## src/rtl/alu_ctrl_pkg.sv

```systemverilog
// Shared constants, decode payload and occupancy encoding for the ALU-control stage.
package alu_ctrl_pkg;

  localparam int unsigned OP_W    = 4;
  localparam int unsigned ALUOP_W = 2;
  localparam int unsigned FUNCT_W = 4;

  localparam logic [OP_W-1:0] OP_AND     = 4'b0000;
  localparam logic [OP_W-1:0] OP_OR      = 4'b0001;
  localparam logic [OP_W-1:0] OP_ADD     = 4'b0010;
  localparam logic [OP_W-1:0] OP_SUB     = 4'b0110;
  localparam logic [OP_W-1:0] OP_ILLEGAL = 4'b1111;

  localparam logic [ALUOP_W-1:0] ALUOP_MEM = 2'b00;
  localparam logic [ALUOP_W-1:0] ALUOP_BR  = 2'b01;
  localparam logic [ALUOP_W-1:0] ALUOP_R   = 2'b10;

  localparam logic [FUNCT_W-1:0] F_ADD = 4'b0000;
  localparam logic [FUNCT_W-1:0] F_SUB = 4'b1000;
  localparam logic [FUNCT_W-1:0] F_AND = 4'b0111;
  localparam logic [FUNCT_W-1:0] F_OR  = 4'b0110;

  typedef enum logic [1:0] {
    ST_EMPTY = 2'b00,
    ST_FULL  = 2'b01,
    ST_SKID  = 2'b10
  } occ_state_e;

  typedef struct packed {
    logic [OP_W-1:0] operation;
    logic            illegal;
  } dec_t;

endpackage

```

## src/rtl/alu_ctrl_stage_if.sv

```systemverilog
// Decode-side and execute-side handshake bundle of the ALU-control stage.
interface alu_ctrl_stage_if #(
  parameter int unsigned TAG_W = 5
);
  logic             in_valid;
  logic             in_ready;
  logic [1:0]       in_alu_op;
  logic [3:0]       in_funct;
  logic [TAG_W-1:0] in_tag;
  logic             out_valid;
  logic             out_ready;
  logic [3:0]       out_operation;
  logic [TAG_W-1:0] out_tag;
  logic             out_illegal;

  // Upstream decode and downstream execute as seen together from outside the stage.
  modport master (
    output in_valid, in_alu_op, in_funct, in_tag, out_ready,
    input  in_ready, out_valid, out_operation, out_tag, out_illegal
  );

  modport slave (
    input  in_valid, in_alu_op, in_funct, in_tag, out_ready,
    output in_ready, out_valid, out_operation, out_tag, out_illegal
  );
endinterface

```

## src/rtl/alu_op_decode.sv

```systemverilog
// Combinational (ALUOp, funct) to ALU operation decoder; unknown pairs flag illegal.
module alu_op_decode
  import alu_ctrl_pkg::*;
(
  input  logic [ALUOP_W-1:0] i_alu_op,
  input  logic [FUNCT_W-1:0] i_funct,
  output dec_t               o_dec_c
);

  always_comb begin
    o_dec_c = '{operation: OP_ILLEGAL, illegal: 1'b1};
    case (i_alu_op)
      ALUOP_MEM: o_dec_c = '{operation: OP_ADD, illegal: 1'b0};
      ALUOP_BR:  o_dec_c = '{operation: OP_SUB, illegal: 1'b0};
      ALUOP_R: begin
        case (i_funct)
          F_ADD:   o_dec_c = '{operation: OP_ADD, illegal: 1'b0};
          F_SUB:   o_dec_c = '{operation: OP_SUB, illegal: 1'b0};
          F_AND:   o_dec_c = '{operation: OP_AND, illegal: 1'b0};
          F_OR:    o_dec_c = '{operation: OP_OR,  illegal: 1'b0};
          default: ;
        endcase
      end
      default: ;
    endcase
  end

endmodule

```

## src/rtl/alu_ctrl_stage.sv

```systemverilog
// Registered ALU-control stage: decode, 2-entry main/skid buffer, flush,
// sticky illegal flag and output-transfer counter.
module alu_ctrl_stage
  import alu_ctrl_pkg::*;
#(
  parameter int unsigned TAG_W = 5,
  parameter int unsigned CNT_W = 16
) (
  input  logic             clk,
  input  logic             rst_n,
  alu_ctrl_stage_if.slave  bus,
  input  logic             flush,
  input  logic             illegal_clr,
  output logic             illegal_sticky,
  output logic [CNT_W-1:0] issue_count
);

  occ_state_e       r_state;
  occ_state_e       w_next;
  logic             r_out_valid;
  logic             r_in_ready;
  dec_t             r_main_dec;
  logic [TAG_W-1:0] r_main_tag;
  dec_t             r_skid_dec;
  logic [TAG_W-1:0] r_skid_tag;
  logic             r_sticky;
  logic [CNT_W-1:0] r_count;

  dec_t w_dec;
  logic w_in_xfer;
  logic w_out_xfer;
  logic w_ld_main_in;
  logic w_ld_main_skid;
  logic w_ld_skid;

  alu_op_decode u_decode (
    .i_alu_op (bus.in_alu_op),
    .i_funct  (bus.in_funct),
    .o_dec_c  (w_dec)
  );

  assign w_in_xfer  = bus.in_valid & r_in_ready;
  assign w_out_xfer = r_out_valid & bus.out_ready;

  // Occupancy next-state and entry load selects; flush overrides everything.
  always_comb begin
    w_next         = r_state;
    w_ld_main_in   = 1'b0;
    w_ld_main_skid = 1'b0;
    w_ld_skid      = 1'b0;
    if (flush) begin
      w_next = ST_EMPTY;
    end else begin
      case (r_state)
        ST_EMPTY: begin
          if (w_in_xfer) begin
            w_next       = ST_FULL;
            w_ld_main_in = 1'b1;
          end
        end
        ST_FULL: begin
          if (w_in_xfer && w_out_xfer) begin
            w_ld_main_in = 1'b1;
          end else if (w_in_xfer) begin
            w_next    = ST_SKID;
            w_ld_skid = 1'b1;
          end else if (w_out_xfer) begin
            w_next = ST_EMPTY;
          end
        end
        ST_SKID: begin
          if (w_out_xfer) begin
            w_next         = ST_FULL;
            w_ld_main_skid = 1'b1;
          end
        end
        default: w_next = ST_EMPTY;
      endcase
    end
  end

  always_ff @(posedge clk or negedge rst_n) begin
    if (!rst_n) begin
      r_state     <= ST_EMPTY;
      r_out_valid <= 1'b0;
      r_in_ready  <= 1'b1;
    end else begin
      r_state     <= w_next;
      r_out_valid <= (w_next != ST_EMPTY);
      r_in_ready  <= (w_next != ST_SKID);
    end
  end

  // Main entry drives the outputs and only changes on a load, so it holds when idle.
  always_ff @(posedge clk or negedge rst_n) begin
    if (!rst_n) begin
      r_main_dec <= '0;
      r_main_tag <= '0;
      r_skid_dec <= '0;
      r_skid_tag <= '0;
    end else begin
      if (w_ld_main_in) begin
        r_main_dec <= w_dec;
        r_main_tag <= bus.in_tag;
      end else if (w_ld_main_skid) begin
        r_main_dec <= r_skid_dec;
        r_main_tag <= r_skid_tag;
      end
      if (w_ld_skid) begin
        r_skid_dec <= w_dec;
        r_skid_tag <= bus.in_tag;
      end
    end
  end

  // A dropped (flushed) input is never accepted, so it cannot raise the sticky flag.
  always_ff @(posedge clk or negedge rst_n) begin
    if (!rst_n) begin
      r_sticky <= 1'b0;
      r_count  <= '0;
    end else begin
      if (w_in_xfer && !flush && w_dec.illegal) begin
        r_sticky <= 1'b1;
      end else if (illegal_clr) begin
        r_sticky <= 1'b0;
      end
      if (w_out_xfer) begin
        r_count <= r_count + CNT_W'(1);
      end
    end
  end

  assign bus.in_ready      = r_in_ready;
  assign bus.out_valid     = r_out_valid;
  assign bus.out_operation = r_main_dec.operation;
  assign bus.out_illegal   = r_main_dec.illegal;
  assign bus.out_tag       = r_main_tag;
  assign illegal_sticky    = r_sticky;
  assign issue_count       = r_count;

endmodule

```

## src/flat_wrapper.sv

```systemverilog
// flat-port wrapper written by rule: the top's interface ports become plain ports
module alu_ctrl_stage_flat import alu_ctrl_pkg::*;
#(
  parameter int unsigned TAG_W = 5,
  parameter int unsigned CNT_W = 16
)
  (clk, rst_n, flush, illegal_clr, illegal_sticky, issue_count, bus_in_valid, bus_in_alu_op, bus_in_funct, bus_in_tag, bus_out_ready, bus_in_ready, bus_out_valid, bus_out_operation, bus_out_tag, bus_out_illegal);
  alu_ctrl_stage_if #(.TAG_W(TAG_W)) bus_i ();
  input  logic clk;
  input  logic rst_n;
  input  logic flush;
  input  logic illegal_clr;
  output logic illegal_sticky;
  output logic [CNT_W-1:0] issue_count;
  input wire logic [$bits(bus_i.in_valid)-1:0] bus_in_valid;
  input wire logic [$bits(bus_i.in_alu_op)-1:0] bus_in_alu_op;
  input wire logic [$bits(bus_i.in_funct)-1:0] bus_in_funct;
  input wire logic [$bits(bus_i.in_tag)-1:0] bus_in_tag;
  input wire logic [$bits(bus_i.out_ready)-1:0] bus_out_ready;
  output wire logic [$bits(bus_i.in_ready)-1:0] bus_in_ready;
  output wire logic [$bits(bus_i.out_valid)-1:0] bus_out_valid;
  output wire logic [$bits(bus_i.out_operation)-1:0] bus_out_operation;
  output wire logic [$bits(bus_i.out_tag)-1:0] bus_out_tag;
  output wire logic [$bits(bus_i.out_illegal)-1:0] bus_out_illegal;
  assign bus_i.in_valid = bus_in_valid;
  assign bus_i.in_alu_op = bus_in_alu_op;
  assign bus_i.in_funct = bus_in_funct;
  assign bus_i.in_tag = bus_in_tag;
  assign bus_i.out_ready = bus_out_ready;
  assign bus_in_ready = bus_i.in_ready;
  assign bus_out_valid = bus_i.out_valid;
  assign bus_out_operation = bus_i.out_operation;
  assign bus_out_tag = bus_i.out_tag;
  assign bus_out_illegal = bus_i.out_illegal;
  alu_ctrl_stage #(.TAG_W(TAG_W), .CNT_W(CNT_W)) u_core (.clk(clk), .rst_n(rst_n), .bus(bus_i), .flush(flush), .illegal_clr(illegal_clr), .illegal_sticky(illegal_sticky), .issue_count(issue_count));
endmodule
```

## config.mk

```make
export PLATFORM = sky130hd
export DESIGN_NAME = alu_ctrl_stage_flat
export DESIGN_NICKNAME = d
export VERILOG_FILES = /design/src/rtl/alu_ctrl_pkg.sv /design/src/rtl/alu_ctrl_stage_if.sv /design/src/rtl/alu_op_decode.sv /design/src/rtl/alu_ctrl_stage.sv /design/src/flat_wrapper.sv
export SDC_FILE = /design/constraint.sdc
export NUM_CORES = 1
export LEC_CHECK = 0
export CAP_MARGIN = 15
export CELL_PAD_IN_SITES_DETAIL_PLACEMENT = 1
export CELL_PAD_IN_SITES_GLOBAL_PLACEMENT = 1
export CORE_ASPECT_RATIO = 0.6
export CORE_MARGIN = 3
export CORE_UTILIZATION = 38
export DETAILED_ROUTE_END_ITERATION = 8
export HOLD_SLACK_MARGIN = 0.08
export PLACE_DENSITY = 0.79
export SLEW_MARGIN = 40
export SYNTH_ARGS = -nofsm -noshare
export SYNTH_HDL_FRONTEND = slang
export SYNTH_SLANG_ARGS = --single-unit
```

## constraint.sdc

```tcl
create_clock -name clk -period 1.8 [get_ports clk]
set_clock_uncertainty 0.2 [all_clocks]
set_input_delay 0.36 -clock clk [delete_from_list [all_inputs] [get_ports clk]]
set_output_delay 0.36 -clock clk [all_outputs]
set_load 0.02 [all_outputs]
```

Word level (Yosys, flattened, before mapping)
Cells that the tools add are included.

Register bits: 41. Bits of input ports: 17. Logic and storage cells: 57. Output and inout bits: 29.

Muxes and demuxes: 25. Equality and inequality tests: 8. Reduce and logical (&&, ||, !) cells: 10. Bitwise logic cells: 2. $add $sub $neg: 1.

Operators by type and width (count): $mux 5 (4); $pmux 5 s4 (1); $add 16x1->16 const B (1); $pmux 5 s3 (1); $mux 2 (6); $mux 1 (11); $eq 4x3->1 const B (2); $pmux 2 s3 (1); $reduce_bool 2->1 (3); $eq 2x1->1 const B (2); $eq 2x2->1 const B (2); $eq 4x4->1 const B (1); $logic_not 2->1 (2); $logic_not 4->1 (1); $logic_and 1x1->1 (3); $and 1x1->1 (2); $ne 2x2->1 const B (1); $pmux 1 s2 (1); $logic_not 1->1 (1).

Depth between registers and ports, before layout
Depth after elaboration: 7. Gate-level depth with buffers: 7. Depth with buffers taken out: 5.

Cells and area by module
Synthesis repeated with hierarchy kept, for this count alone.

Cell total of the unflattened synthesis: 149. Area, all modules: 1850.5 µm².

By module, submodules not included: alu_ctrl_stage (seq. area each 1027.2 µm², cells an instance 139, area an instance 1771.7 µm², instances 1); alu_op_decode (seq. area each 0.0 µm², cells an instance 10, area an instance 78.8 µm², instances 1).

Least setup slack after synthesis
OpenSTA, ideal clock, no wires.

Path kind: flip-flop to flip-flop. Start point: register u_core.r_out_valid, in the netlist u_core.bus.out_valid. End point: register u_core.r_main_dec, in the netlist u_core.bus.out_operation[2]. Path buffers: 0. Setup slack: 70 ps. Cell stages (with the launch flop): 5. Data arrival time: 1401 ps. Required time: 1470 ps. Period minus slack after synthesis: 1730 ps. Path through: dfrtp_1 > nand4b_4 > nor2_8 > mux2_2 > a2bb2oi_2.

Cells in the longest elaborated chain, start to end: 6.

RTL lines: start, declared (line alu_ctrl_stage.sv:20) `logic r_out_valid;`; start signal, assigned (line alu_ctrl_stage.sv:89) `r_out_valid <= (w_next != ST_EMPTY);`; $and 1x1->1 (*) (line alu_ctrl_stage.sv:43) `assign w_out_xfer = r_out_valid & bus.out_ready;`; $logic_and 1x1->1 (line alu_ctrl_stage.sv:62) `if (w_in_xfer && w_out_xfer) begin`; $mux 1 (line alu_ctrl_stage.sv:62); $pmux 1 s2 (line alu_ctrl_stage.sv:54) `case (r_state)`; $mux 1 (line alu_ctrl_stage.sv:51) `if (flush) begin`; $mux 5 or $reduce_bool 2->1 (tied branches); end signal, assigned (line alu_ctrl_stage.sv:103) `r_main_dec <= w_dec;`; end signal, assigned (line alu_ctrl_stage.sv:106) `r_main_dec <= r_skid_dec;`; end, declared (line alu_ctrl_stage.sv:22) `dec_t r_main_dec;`.

Mark *: on every way between the ends. The rest lies on a longest branch, timed or not. A chain may end at the register's enable or synchronous reset.

Worst setup path in the final report
Start point: register u_core.r_in_ready, in the netlist u_core.bus.in_ready. End point: output port bus_in_ready.

RTL lines: start, declared (line alu_ctrl_stage.sv:21) `logic r_in_ready;`; start signal, assigned (line alu_ctrl_stage.sv:90) `r_in_ready <= (w_next != ST_SKID);`; end, declared (line flat_wrapper.sv:20) `output wire logic [$bits(bus_i.in_ready)-1:0] bus_in_ready;`.

No word-level cell between the ends.

==> metrics <==
final net count=238; share of layout cells above drive strength 1=0.240; fill count=about 500; WP depth=1; Clock Power Share=0.257; Starting Density=0.401; Total Routing Usage GR=0.187; period utilisation layout=0.958; Max Freq=580 MHz; CP Launch Point=u_core.bus.in_ready$_DFF_PN1_; Post-Syn Area=1860 um2; post-synth top area share=0.512; number of global-route vias before repair=1609; largest net degree at the start of global routing=22; final hold vios=0; P_int=1930 uW; Slew HR=0.667; Hold Crit Start=u_core.issue_count[6]$_DFFE_PN0P_; CTS clk-pin slew, worst paths=~80 ps; Syn Nets=168; gr ovfl total=0; top cells by count, synth=dfrtp_1 (38), nand2_1 (15), xnor2_1 (15); TritonCTS Buffers=5; # Max-Cap Violations=0; worst path required time=~1200 ps; number of core rows=19; Pins Over Slew Limit=0; switching share of power=0.330; die area=5790 um2; Register-to-Register Setup Slack=about 75 ps; Synth Area per Inst=around 12 um2; core area=4640 um2; most common cell in the netlist=dfrtp_1; Post-CTS Setup Bufs=0; initial antenna violation count=0; Sink Count=39; Comb pwr share=0.300; CTS HTree Levels=2; CP max FO=4; PwrDens=1090 nW/um2; Worst-Margin Slew=500 ps; P&R area growth vs syn=41.5%; RD Place Congestion=0.736; endpoints failing setup=0; sequential share of power=0.443; antenna fix cells=0; critical path's top delay family=flip-flops; register area=977 um2; die height=between 60 and 70 um; Worst setup EP type=output port; Routed Wire Length=4870 um; Max clock buf depth=2; number of remaining DRC errors=0; Post-synth EDFFs=0; die width=about 96 um; crit-path cells=clkdlybuf4s15_1; Place WS=-374 ps; CP endpoint=bus_in_ready; port bufs=45; first-pass GRT wire length=7910 um; routed len/inst=approximately 17 um; Max rail drop VDD=0.000618 V; Synth Register Bits=39; synth warn=0; overall power=2870 uW; RSZ-0062 raised after global routing=false; CTS tree=done; Cells after Synth=150; share of flip-flops with an asynchronous set or reset=1.00; Most used DFF post-synth=dfrtp_1; FF-to-FF End=u_core.issue_count[14]$_DFFE_PN0P_; CP arrival=roughly 1200 ps; post-layout minimum cycle time=1720 ps; Final WS setup=75.2 ps; Antenna Nets Post-Route=0; Synth cell types=40; Hold Crit Class=reg -> reg; number of cells on the worst reg-to-reg path=5; sequential element share of the synthesized area=0.526; CP peak stage delay=around 560 ps; worst skew pair latency=300 ps; Worst setup SP type=flop; multi-input logic area=just over 800 um2; ranking of synthesized cells by area=dfrtp_1 (51%), xnor2_1 (7.1%), mux2i_1 (5.9%); Root Buffer=clkbuf_8; dpl hpwl=between 3000 and 4000 um; RR Startpoint=u_core.issue_count[0]$_DFFE_PN0P_; Initial DRC Count=39; WP buf/inv=1; crit path kind=reg -> out; Switching Power=947 uW; dominant cell type by area after synthesis=dfrtp_1; Lkg Pwr=between 0.001 and 0.0015 uW; via count=~1400; DRT Pass-1 Iters=4; IO Pins=46; slowest CP cell=dfstp_2; status=completed; Vias/cell=5.07
worst reg2reg max path, stage by stage (launching register included):
cell and delay [ps]:
dfrtp_1 400, ha_1 190, and4_1 230, and4_4 260, nand3_1 140, xnor2_2 170
placed cells by master (no fill, tap or decap), types with 3 or more instances in the layout:
cell type	n
dlygate4sd2_1	29
and4_1	3
buf_12	3
nand2_1	15
nor2b_1	3
buf_4	19
nor2_1	3
o21ai_1	3
mux2i_1	11
clkdlybuf4s50_1	14
nand4_1	3
o21ai_2	5
xnor2_1	14
o21ai_0	3
clkbuf_8	5
nand3_1	7
a21oi_1	3
dfrtp_1	38
mux2_4	3
final cells by class:
cell class	count	area share
Tap cell	63	0.0300
Inverter	2	0.00286
Clock inverter	3	0.0167
Sequential cell	39	0.372
Clock buffer	5	0.0262
Multi-Input combinational cell	104	0.316
Timing Repair Buffer	68	0.237
worst min-delay path by stage:
stage | depth (start not counted) | to
6_report | 1 | u_core.issue_count[6]$_DFFE_PN0P_
3_5_place_dp | 1 | u_core.issue_count[12]$_DFFE_PN0P_
5_1_grt | 2 | u_core.r_skid_dec[4]$_DFFE_PN0P_
3_3_place_gp | 1 | u_core.issue_count[13]$_DFFE_PN0P_
4_1_cts | 1 | u_core.issue_count[6]$_DFFE_PN0P_
2_1_floorplan | 0 | u_core.bus.out_operation[0]$_DFFE_PN0P_
power by group through the flow:
stage	Clock [uW]	Sequential, uW	Combinational [uW]
after floorplan	0	1400	363
after global placement	0	1270	912
after detailed placement	0	1300	957
after CTS	765	1280	879
after global routing	814	1300	933
final	737	1270	863
metal layers:
layer / global-route usage / up-vias / share of wire
li1: - / 672 / -
met1: 0.235 / 722 / 0.45
met2: 0.299 / 35 / 0.48
met3: 0.0503 / 10 / 0.041
met4: 0.0891 / 0 / 0.022
met5: 0 / - / 0
registers in the layout, summed over array words and instances, names as in the netlist:
signal / cells
u_core.bus.in_ready: 1
u_core.bus.out_operation: 4
u_core.bus.out_tag: 5
u_core.bus.out_valid: 1
u_core.illegal_sticky: 1
u_core.issue_count: 16
u_core.r_skid_dec: 4
u_core.r_skid_tag: 5
u_core.r_state: 2
stage by stage:
stage / std cells / area (um2) / TNS, ps / hold WS [ps] / utilization
after floorplan: 150 / 1860 / 0 / -136 / -
after global placement: 275 / 2530 / -5870 / 132 / 0.546
after detailed placement: 275 / 2530 / -7060 / 155 / 0.546
after CTS: 284 / 2620 / 0 / 298 / 0.564
after global routing: 284 / 2630 / 0 / 323 / 0.567
final: 284 / 2630 / 0 / 297 / 0.567
timing repair:
| item | CTS | global route |
|---|---|---|
| endpoints found under the hold margin | 20 | 0 |
| gates cloned | 0 | 0 |
| hold buffers | 1 | 0 |
| setup endpoints to repair | 32 | 2 |
| gates resized for setup | 30 | 4 |
logic make-up (layout without fill, tap and decap cells):
family,count (synthesis),after routing,share of synthesized area
muxes,18,18,0.108
buffers and inverters,7,78,0.0323
xor gates and xnor gates,16,16,0.0755
adders and majority gates,1,1,0.00674
and+or+nand+nor,47,47,0.165
AOI/OAI and AO/OA,22,22,0.0862
DFF,39,39,0.526
Power figures use the tool's default switching activity.
